## config.mk

```make
export PLATFORM = sky130hd
export DESIGN_NAME = param_register_file
export DESIGN_NICKNAME = d
export VERILOG_FILES = /design/src/rtl/param_register_file.sv
export SDC_FILE = /design/constraint.sdc
export NUM_CORES = 1
export LEC_CHECK = 0
export CAP_MARGIN = 20
export CORE_MARGIN = 5
export CORE_UTILIZATION = 40
export CTS_BUF_LIST = sky130_fd_sc_hd__clkbuf_4 sky130_fd_sc_hd__clkbuf_8
export DETAILED_ROUTE_END_ITERATION = 12
export PLACE_DENSITY = 0.55
export SLEW_MARGIN = 0
export SYNTH_ARGS = -nofsm -noshare
export SYNTH_HDL_FRONTEND = slang
export SYNTH_SLANG_ARGS = --single-unit
```

## constraint.sdc

```tcl
create_clock -name clk -period 6.25 [get_ports clk]
set_input_delay 0.625 -clock clk [delete_from_list [all_inputs] [get_ports clk]]
set_output_delay 0.625 -clock clk [all_outputs]
set_load 0.1 [all_outputs]
```

## src/rtl/param_register_file.sv

```systemverilog
// Parametrised MIPS register file: synchronous write, asynchronous multi-port read, r0 hardwired to zero,
// sequential post-reset clear. Optional same-cycle write-to-read bypass when REGFILE_BYPASS_EN is defined.
module param_register_file #(
  parameter int unsigned DATA_W = 32,
  parameter int unsigned DEPTH  = 32,
  parameter int unsigned NUM_RD = 2
) (
  input  logic                         clk,
  input  logic                         rst,
  input  logic [NUM_RD*$clog2(DEPTH)-1:0] ReadRegister,
  output logic [NUM_RD*DATA_W-1:0]     ReadData,
  input  logic [$clog2(DEPTH)-1:0]     WriteReg,
  input  logic [DATA_W-1:0]            WriteData,
  input  logic                         RegWriteActive,
  output logic                         Ready
);

  localparam int unsigned     ADDR_W  = $clog2(DEPTH);
  localparam logic [ADDR_W:0] DEPTH_A = (ADDR_W+1)'(DEPTH);
  localparam logic [ADDR_W-1:0] LAST  = ADDR_W'(DEPTH - 1);

  typedef enum logic {CLEAR, RUN} state_t;

  state_t              state;
  logic [ADDR_W-1:0]   ClrPtr;
  logic [DATA_W-1:0]   regs [DEPTH];
  logic                wr_ok;

  // A write is architecturally visible only to a real, nonzero register.
  assign wr_ok = RegWriteActive && (WriteReg != '0) && ({1'b0, WriteReg} < DEPTH_A);

  // Clear engine and write port; reset leaves storage alone and restarts the sweep.
  always_ff @(posedge clk) begin
    if (rst) begin
      state  <= CLEAR;
      ClrPtr <= '0;
      Ready  <= 1'b0;
    end else if (state == CLEAR) begin
      regs[ClrPtr] <= '0;
      if (ClrPtr == LAST) begin
        state <= RUN;
        Ready <= 1'b1;
      end else begin
        ClrPtr <= ClrPtr + ADDR_W'(1);
      end
    end else if (wr_ok) begin
      regs[WriteReg] <= WriteData;
    end
  end

  // Independent combinational read ports.
  for (genvar k = 0; k < NUM_RD; k++) begin : g_rd
    logic [ADDR_W-1:0] ra;
    logic              hit;
    logic [DATA_W-1:0] val;

    assign ra  = ReadRegister[k*ADDR_W +: ADDR_W];
    assign hit = (state == RUN) && (ra != '0) && ({1'b0, ra} < DEPTH_A);
`ifdef REGFILE_BYPASS_EN
    assign val = (wr_ok && (ra == WriteReg)) ? WriteData : regs[ra];
`else
    assign val = regs[ra];
`endif
    assign ReadData[k*DATA_W +: DATA_W] = hit ? val : '0;
  end

endmodule

```

==> results.json <==
{
  "status": "finished, final reports clean",
  "min_to": "Ready",
  "fp.dieArea_mm2": 0.1273,
  "coreArea_mm2": 0.1197,
  "min_path_type": "reg2reg",
  "synth_edf_count": 1024,
  "io_pins": 115,
  "rsz0062_at_grt": "no",
  "ys_warn_count": 0,
  "yosysTopAreaCell": "edfxtp_1",
  "worstRegToRegCells": 5,
  "synth_top_area_share_pct": 63.92,
  "clk_pin_slew_ns": 0.07,
  "finClkSkew_ns": 0.03396,
  "syn_avg_cell_area_um2": 16.50,
  "rrSetupSlack_ns": 2.59,
  "crit_path_start_kind": "register",
  "row_count": 127,
  "remaining_drc_errors": 0,
  "chipWidth_um": 356.8,
  "swShare_pct": 23.25,
  "syn_to_final_growth_pct": 15.45,
  "post_cts_buffers": 0,
  "drv_cap": 0,
  "via_per_inst": 6.431,
  "overflow": 0,
  "grt_pass1_vias": 31768,
  "route.vias.total": 31343,
  "fillers": 10244,
  "drt_wl_total_mm": 171.6,
  "cp.arrival_ns": 4.55,
  "pwr-share-clk_pct": 41.2,
  "slew_headroom_pct": 20.95,
  "syn-num-nets": 2967,
  "worst_pin_slew_ns": 1.186,
  "hpwl_mm": 102.8,
  "grt_max_degree": 100,
  "die_y_um": 356.8,
  "hold_viol": 0,
  "place_congestion": 0.8751,
  "drt_first_pass_iters": 6,
  "routedWlPerCell_um": 35.20,
  "timing.rr.end": "regs[16][16]",
  "synthesis.area_mm2": 0.04811,
  "cts_sinks": 1031,
  "crit_required_ns": 5.62,
  "first_iter_violations": 4151,
  "clk_path_buf_depth": 3,
  "drive_gt1_share_pct": 23.74,
  "p_leak_nw": 17.95,
  "cts_tree": "done",
  "worstSetupPathType": "reg2out",
  "layout_worst_path_cycle_share_pct": 82.86,
  "power.density_mw_per_mm2": 257.1,
  "hold_buffers": 0,
  "p_seq_share_pct": 53.0,
  "cp_max_fo": 29,
  "setup_viol": 0,
  "htree_levels": 4,
  "timing.rr.start": "state",
  "initial_core_util_pct": 40.20,
  "p_int_mw": 10.96,
  "ys.flop_type": "edfxtp_1",
  "layout_min_cycle_time_ns": 5.179,
  "synth_area_leaders": "edfxtp_1 (64%), mux2i_1 (11%), mux4_2 (11%)",
  "cts_resized": 0,
  "combPwrFrac_pct": 5.8,
  "final_antenna_net_count": 0,
  "grt_pass1_wl_mm": 238.5,
  "clock.fmax_ghz": 0.1931,
  "worst_setup_path_end_kind": "output port",
  "ys_types": 45,
  "async_reset_ff_share_pct": 0,
  "min-delay-start": "Ready",
  "cts-root-buf": "clkbuf_8",
  "final_nets": 3168,
  "netlist_top_cells_count": "edfxtp_1 (1024), mux2i_1 (545), a22oi_1 (290)",
  "netlist_instances": 2915,
  "fin_hold_ws_ns": 0.5116,
  "antenna_found_initial": 7,
  "yosysMostFrequentCell": "edfxtp_1",
  "grtUsageTotal_pct": 26.56,
  "io_buffers": 114,
  "slew_viol_final": 0,
  "yosys_register_bits": 1031,
  "finalSetupTns_ns": 0,
  "worst_ir_drop_vdd_mv": 0.2078,
  "clk_latency_ns": 0.86,
  "switching_power_mw": 3.321,
  "hold_path_depth": 2,
  "yosysSeqAreaShare_pct": 64.21,
  "numCtsBuffers": 176
}
## layer usage
| layer | wire [µm] | GRT usage, % | vias to the layer above |
|---|---|---|---|
| met1 | 69050 | 36.65 | 16516 |
| met2 | 78400 | 41.06 | 1930 |
| met4 | 6007 | 8.988 | 0 |
| li1 | - | - | 12533 |
| met3 | 18130 | 7.126 | 364 |
| met5 | 0 | 0 | - |
## cell usage in the layout (no fill, tap or decap), types with 58 or more instances in the layout
master / count
edfxtp_1: 1024
mux2i_1: 545
a22oi_1: 290
mux4_2: 240
clkbuf_8: 179
buf_4: 168
nand3_1: 136
a21oi_1: 91
nand4_1: 67
and3_1: 58
## power by group through the flow
stage          Sequential (mW)  Clock (mW)  Combinational, mW
3_3_place_gp              7.71           0              0.801
3_5_place_dp              7.71           0              0.810
2_1_floorplan             7.70           0              0.519
5_1_grt                   7.57        6.32              0.845
4_1_cts                   7.57        5.98              0.811
6_report                  7.57        5.89              0.822
## flip-flops by register name (all words and copies together) (netlist names)
name and cells:
ClrPtr 5, Ready 1, regs 1024, state 1
## stage by stage
| step | cells | setup WS (ns) | power, mW | instance area [µm²] | utilization, % |
|---|---|---|---|---|---|
| floorplan | 2915 | 1.621 | 8.219 | 48110 | - |
| global placement | 4523 | 1.549 | 8.507 | 51480 | 43.03 |
| detailed placement | 4530 | 1.537 | 8.520 | 51650 | 43.17 |
| CTS | 4848 | 1.167 | 14.36 | 54990 | 45.96 |
| global route | 4872 | 1.088 | 14.73 | 55530 | 46.41 |
| finish | 4874 | 1.071 | 14.28 | 55540 | 46.42 |
## kinds of logic (layout without fill, tap and decap cells)
kind of cell / count (synthesis) / after routing / synth area share, %
multiplexers: 785 / 785 / 22.58
flip-flops: 1031 / 1031 / 64.21
other: 0 / 6 / 0
AO/OA/AOI/OAI: 423 / 423 / 6.117
XOR/XNOR: 3 / 3 / 0.05463
adder cells (fa/ha/maj): 2 / 2 / 0.05201
buffers and inverters: 238 / 579 / 2.200
AND/OR/NAND/NOR: 433 / 433 / 4.788
## critical path, cell delays in order, from the launching register on
cell	delay, ns
dfxtp_1	0.69
inv_1	0.21
nor4b_2	0.95
buf_4	0.28
buf_4	0.59
a22oi_1	0.15
nand4_1	0.40
buf_4	0.38
## layout make-up
cell class	count	area [µm²]	share of cell area [%]
Antenna cell	6	15.01	0.02703
Clock buffer	230	2846	5.125
Clock inverter	88	491.7	0.8854
Inverter	4	15.01	0.02703
Multi-Input combinational cell	1646	16550	29.80
Sequential cell	1031	30890	55.62
Tap cell	1612	2017	3.632
Timing Repair Buffer	257	2713	4.884
## worst max-delay path by stage
stage	slack, ns	to	from
final	1.07	ReadData[19]	state
after floorplan	1.62	regs[18][0]	WriteReg[0]
after global routing	1.09	ReadData[5]	state
after CTS	1.17	ReadData[19]	state
after detailed placement	1.54	ReadData[19]	ReadRegister[2]
after global placement	1.55	ReadData[19]	ReadRegister[2]
Power figures use the tool's default switching activity.
==> RTL change 1: new RTL, same flow settings <==
Change the parameter `NUM_RD` from 2 to 1.
--- a/src/rtl/param_register_file.sv
+++ b/src/rtl/param_register_file.sv
@@ -3,7 +3,7 @@
 module param_register_file #(
   parameter int unsigned DATA_W = 32,
   parameter int unsigned DEPTH  = 32,
-  parameter int unsigned NUM_RD = 2
+  parameter int unsigned NUM_RD = 1
 ) (
   input  logic                         clk,
   input  logic                         rst,
Interface: changed (resized ReadData and ReadRegister); port bits go from 115 to 78. No check against the original RTL was run, so the function may have changed too.
==> RTL change 1 against the unedited design <==
  * Total power fell by 5.2%
  * Setup slack improved by 620 ps
  * Global-route usage fell by 6.8 points
  * Clock power fell by 7.1%
  * Critical path type is now primary input to output pin
  * Sequential cell count did not move
  * Count of clock-buffer cells in the layout fell by 2
  * Highest routed layer unchanged
  * Combinational power fell by 38%
  * Largest cell class unchanged
  * Final area fell by 17%
  * Area after synthesis fell by 16%
  * Routed wire length fell by 38%
  * Critical endpoint is now ReadData[15]
==> RTL change 1: results (changes against the unedited design) <==
GRT Util Overall 0.198 (was 0.266); ClkCell Share 0.0670 (was 0.0601); routability cong. 0.755 (was 0.875); Post-DP Area 0.0425 mm^2 (was 0.0516 mm^2); CP startpoint ReadRegister[0] (was state); min-delay src Ready (unchanged); worst reg2reg path startpoint ClrPtr[0] (was state); Signal buffers 154 (was 257); Max Freq 0.219 GHz (was 0.193 GHz); Avg Vias per Cell 5.78 (was 6.43); clk_lat worst skew 800 ps (was 860 ps); static leakage 13.2 nW (was 18.0 nW); DR WL met3 7740 um (was 18100 um); PD cells 295 mW/mm^2 (was 257 mW/mm^2); Clock Skew 27.7 ps (was 34.0 ps); Post-Route WL 107000 um (was 172000 um); Max IR drop VDD 0.000163 V (was 0.000208 V); fraction of area in multi-input gates 0.191 (was 0.298); first-pass GRT wire length 152000 um (was 238000 um); Arr. time, crit path 3940 ps (was 4550 ps); ant diodes 1 (was 6); IO Port Bufs 77 (was 114); met2 GRT Util 0.309 (was 0.411); Setup Fix Bufs, Post-CTS 0 (unchanged); post-synthesis area per instance 21.1 um^2 (was 16.5 um^2); layout net count 2154 (was 3168); Synth cell types 53 (was 45); list of most frequent post-synthesis cells edfxtp_1 (1024), mux4_2 (179), mux2i_1 (160) (was edfxtp_1 (1024), mux2i_1 (545), a22oi_1 (290)); cts bufs inserted 164 (was 176); Min Hold Slack 502 ps (was 512 ps); fillers 8387 (was 10.2k); layout cells sized above 1 0.275 (was 0.237); antenna violations before repair 1 (was 7); DP HPWL 55200 um (was 103000 um); M3 GR Usage 0.0424 (was 0.0713); leading cell types by total area after synthesis edfxtp_1 (76%), mux4_2 (10%), mux2i_1 (4.0%), a22oi_1 (0.78%), a21oi_1 (0.55%) (was edfxtp_1 (64%), mux2i_1 (11%), mux4_2 (11%), a22oi_1 (4.5%), nand3_1 (1.4%)); vias in the first global route 21.1k (was 31.8k); Global Route met1 Usage 0.285 (was 0.366); met1 WL 47100 um (was 69000 um); non-filler instance count after layout 3525 (was 4874); Signal buf overhead 0.0344 (was 0.0488); Non-CTS inverters 5 (was 4); comb_multi_in 751 (was 1646); drt first pass iters 5 (was 6); sequential area share after synthesis 0.768 (was 0.642); CP Capture Point ReadData[15] (was ReadData[19]); outcome finished, final reports clean (unchanged); R2R Path End regs[10][1] (was regs[16][16]); post-placement cell count 3222 (was 4530)
[RTL change 1: changes by cell type in the layout (fill, tap and decap cells not counted), moves of 61 or more]
cell and change:
nand3_1 -126, mux2i_1 -385, a22oi_1 -248, mux4_2 -61
buf_4 -78, nand4_1 -63
[RTL change 1: where the power goes]
group	leakage, nW	switching, mW	total [mW]	internal, mW
Clock	1.63	2.57	5.47	2.90
Combinational	3.59	0.312	0.513	0.200
Sequential	7.98	0.0151	7.56	7.54
Total	13.2	2.90	13.5	10.6
[RTL change 1: critical path, stage by stage]
cell and delay (ps):
buf_8 600, buf_4 800, mux4_2 610, a22o_1 240
a2111oi_1 390, a211oi_1 200, buf_4 310
[RTL change 1: kinds of logic (layout without fill, tap and decap cells)]
group,Yosys count,count (layout),synth area share
flops,1031,1031,0.768
mux,349,349,0.143
compound gates,244,244,0.0472
simple gates,153,153,0.0198
buf+inv,120,444,0.0204
xor+xnor,3,3,0.000654
fa+ha+maj,2,2,0.000622
other cells,0,1,0
==> RTL change 2: new RTL, same flow settings <==
Made on the original files. Build with the macro `REGFILE_BYPASS_EN` defined.
--- a/src/rtl/param_register_file.sv
+++ b/src/rtl/param_register_file.sv
@@ -1,5 +1,7 @@
 // Parametrised MIPS register file: synchronous write, asynchronous multi-port read, r0 hardwired to zero,
 // sequential post-reset clear. Optional same-cycle write-to-read bypass when REGFILE_BYPASS_EN is defined.
+`define REGFILE_BYPASS_EN
+
 module param_register_file #(
   parameter int unsigned DATA_W = 32,
   parameter int unsigned DEPTH  = 32,
Behaviour: no difference found for any inputs over 4 cycles, from zero or initial values and one cycle with rst high; that may be too few to reach the edited logic, so the function may still have changed.
==> RTL change 2 against the unedited design <==
  * Final cell count decreased by 0.78%
  * Combinational power up 30%
  * Sequential power about the same
  * Final area is 1.5% higher
  * Area after synthesis up 1.8%
  * Die area is 1.7% higher
  * Sequential cell count stayed put
  * Routed wire length down 4.6%
  * Core utilization decreased by 0.12 points
  * Clock power shrank 2%
  * Setup slack better by 200 ps
  * Count of clock-buffer cells in the layout is 3 higher
  * Total power increased by 1.1%
==> RTL change 2: results (changes against the unedited design) <==
Max IR drop VDD 0.000194 V (was 0.000208 V); Non-CTS inverters 11 (was 4); layout net count 3119 (was 3168); leading cell types by total area after synthesis edfxtp_1 (63%), mux4_2 (13%), mux2i_1 (9.2%), a221oi_1 (3.4%), a21o_1 (1.5%) (was edfxtp_1 (64%), mux2i_1 (11%), mux4_2 (11%), a22oi_1 (4.5%), nand3_1 (1.4%)); worst-case reg-to-reg path depth 6 (was 5); post-synthesis adder-cell area fraction 0.000511 (was 0.000520); Routed WL per cell 33.9 um (was 35.2 um); routability cong. 0.871 (was 0.875); layout cells sized above 1 0.260 (was 0.237); worst reg2reg setup slack 2420 ps (was 2590 ps); post-placement cell count 4494 (was 4530); GRT Util Overall 0.247 (was 0.266); PD cells 256 mW/mm^2 (was 257 mW/mm^2); met2 GRT Util 0.391 (was 0.411); maximum number of pins on one net before global-route repair 97 (was 100); DR WL met3 16000 um (was 18100 um); Post-Route WL 164000 um (was 172000 um); post-synthesis mux area share 0.225 (was 0.226); Signal buf overhead 0.0484 (was 0.0488); Arr. time, crit path 4350 ps (was 4550 ps); Setup Fix Bufs, Post-CTS 0 (unchanged); Slew headroom 0.276 (was 0.209); fillers 10.5k (was 10.2k); fraction of area in multi-input gates 0.308 (was 0.298); Global Route met1 Usage 0.329 (was 0.366); ClkCell Share 0.0579 (was 0.0601); first-pass GRT wire length 231000 um (was 238000 um); part of the power in the clock network 0.401 (was 0.412); static leakage 18.3 nW (was 18.0 nW); antenna violations before repair 11 (was 7); vias in the first global route 31.9k (was 31.8k); Rows 128 (was 127); Avg Vias per Cell 6.46 (was 6.43); Signal buffers 244 (was 257); met1 WL 66000 um (was 69000 um); sequential area share after synthesis 0.631 (was 0.642); CP Capture Point ReadData[32] (was ReadData[19]); Clock Skew 30.1 ps (was 34.0 ps); Synth cell types 44 (was 45); crit-path max cell delay 1020 ps (was 950 ps); sequential share of power 0.524 (was 0.530); detailed route wirelength on metal2 76600 um (was 78400 um); comb_multi_in 1607 (was 1646); Slowest-stage cell, CP or4_2 (was nor4b_2); Highest Signal Layer met5 (was met4); R2R Path End regs[0][18] (was regs[16][16]); Compound-Gate Fraction of Synth Area 0.104 (was 0.0612); internal power 11.0 mW (about the same); endpoint class of the critical path output pin (unchanged); clock buffers 233 (was 230); Seq/total area 0.548 (was 0.556); Final Hold Fails 0 (unchanged); Max Freq 0.201 GHz (was 0.193 GHz); outcome finished, final reports clean (unchanged); cts bufs inserted 172 (was 176); M3 GR Usage 0.0696 (was 0.0713); delay-heaviest family, CP simple AND/OR/NAND/NOR gates (was buffers and inverters); CP Max Fanout 18 (was 29)
-- RTL change 2: changes by cell type in the layout (fill, tap and decap cells not counted), moves of 14 or more --
cell	before	now
a22oi_1	290	96
a221oi_1	0	192
nand3_1	136	2
a21o_1	0	96
mux2i_1	545	452
o21ai_0	6	98
nand4_1	67	2
and3_1	58	1
mux4_2	240	288
a211o_1	0	32
o211ai_2	0	30
o22ai_1	3	32
buf_4	168	145
buf_12	14	28
-- RTL change 2: worst min-delay path by stage --
stage	startpoint	slack (ps)	endpoint
floorplan	ClrPtr[1]	500	ClrPtr[1]
finish	Ready	500	Ready
detailed placement	Ready	470	Ready
global route	rst	540	ClrPtr[3]
global placement	Ready	470	Ready
CTS	rst	430	state
-- RTL change 2: tightest hold or removal path, stage by stage (launching register included) --
cell and delay, ps:
dfxtp_1 340, a21oi_1 50, nor2_1 80
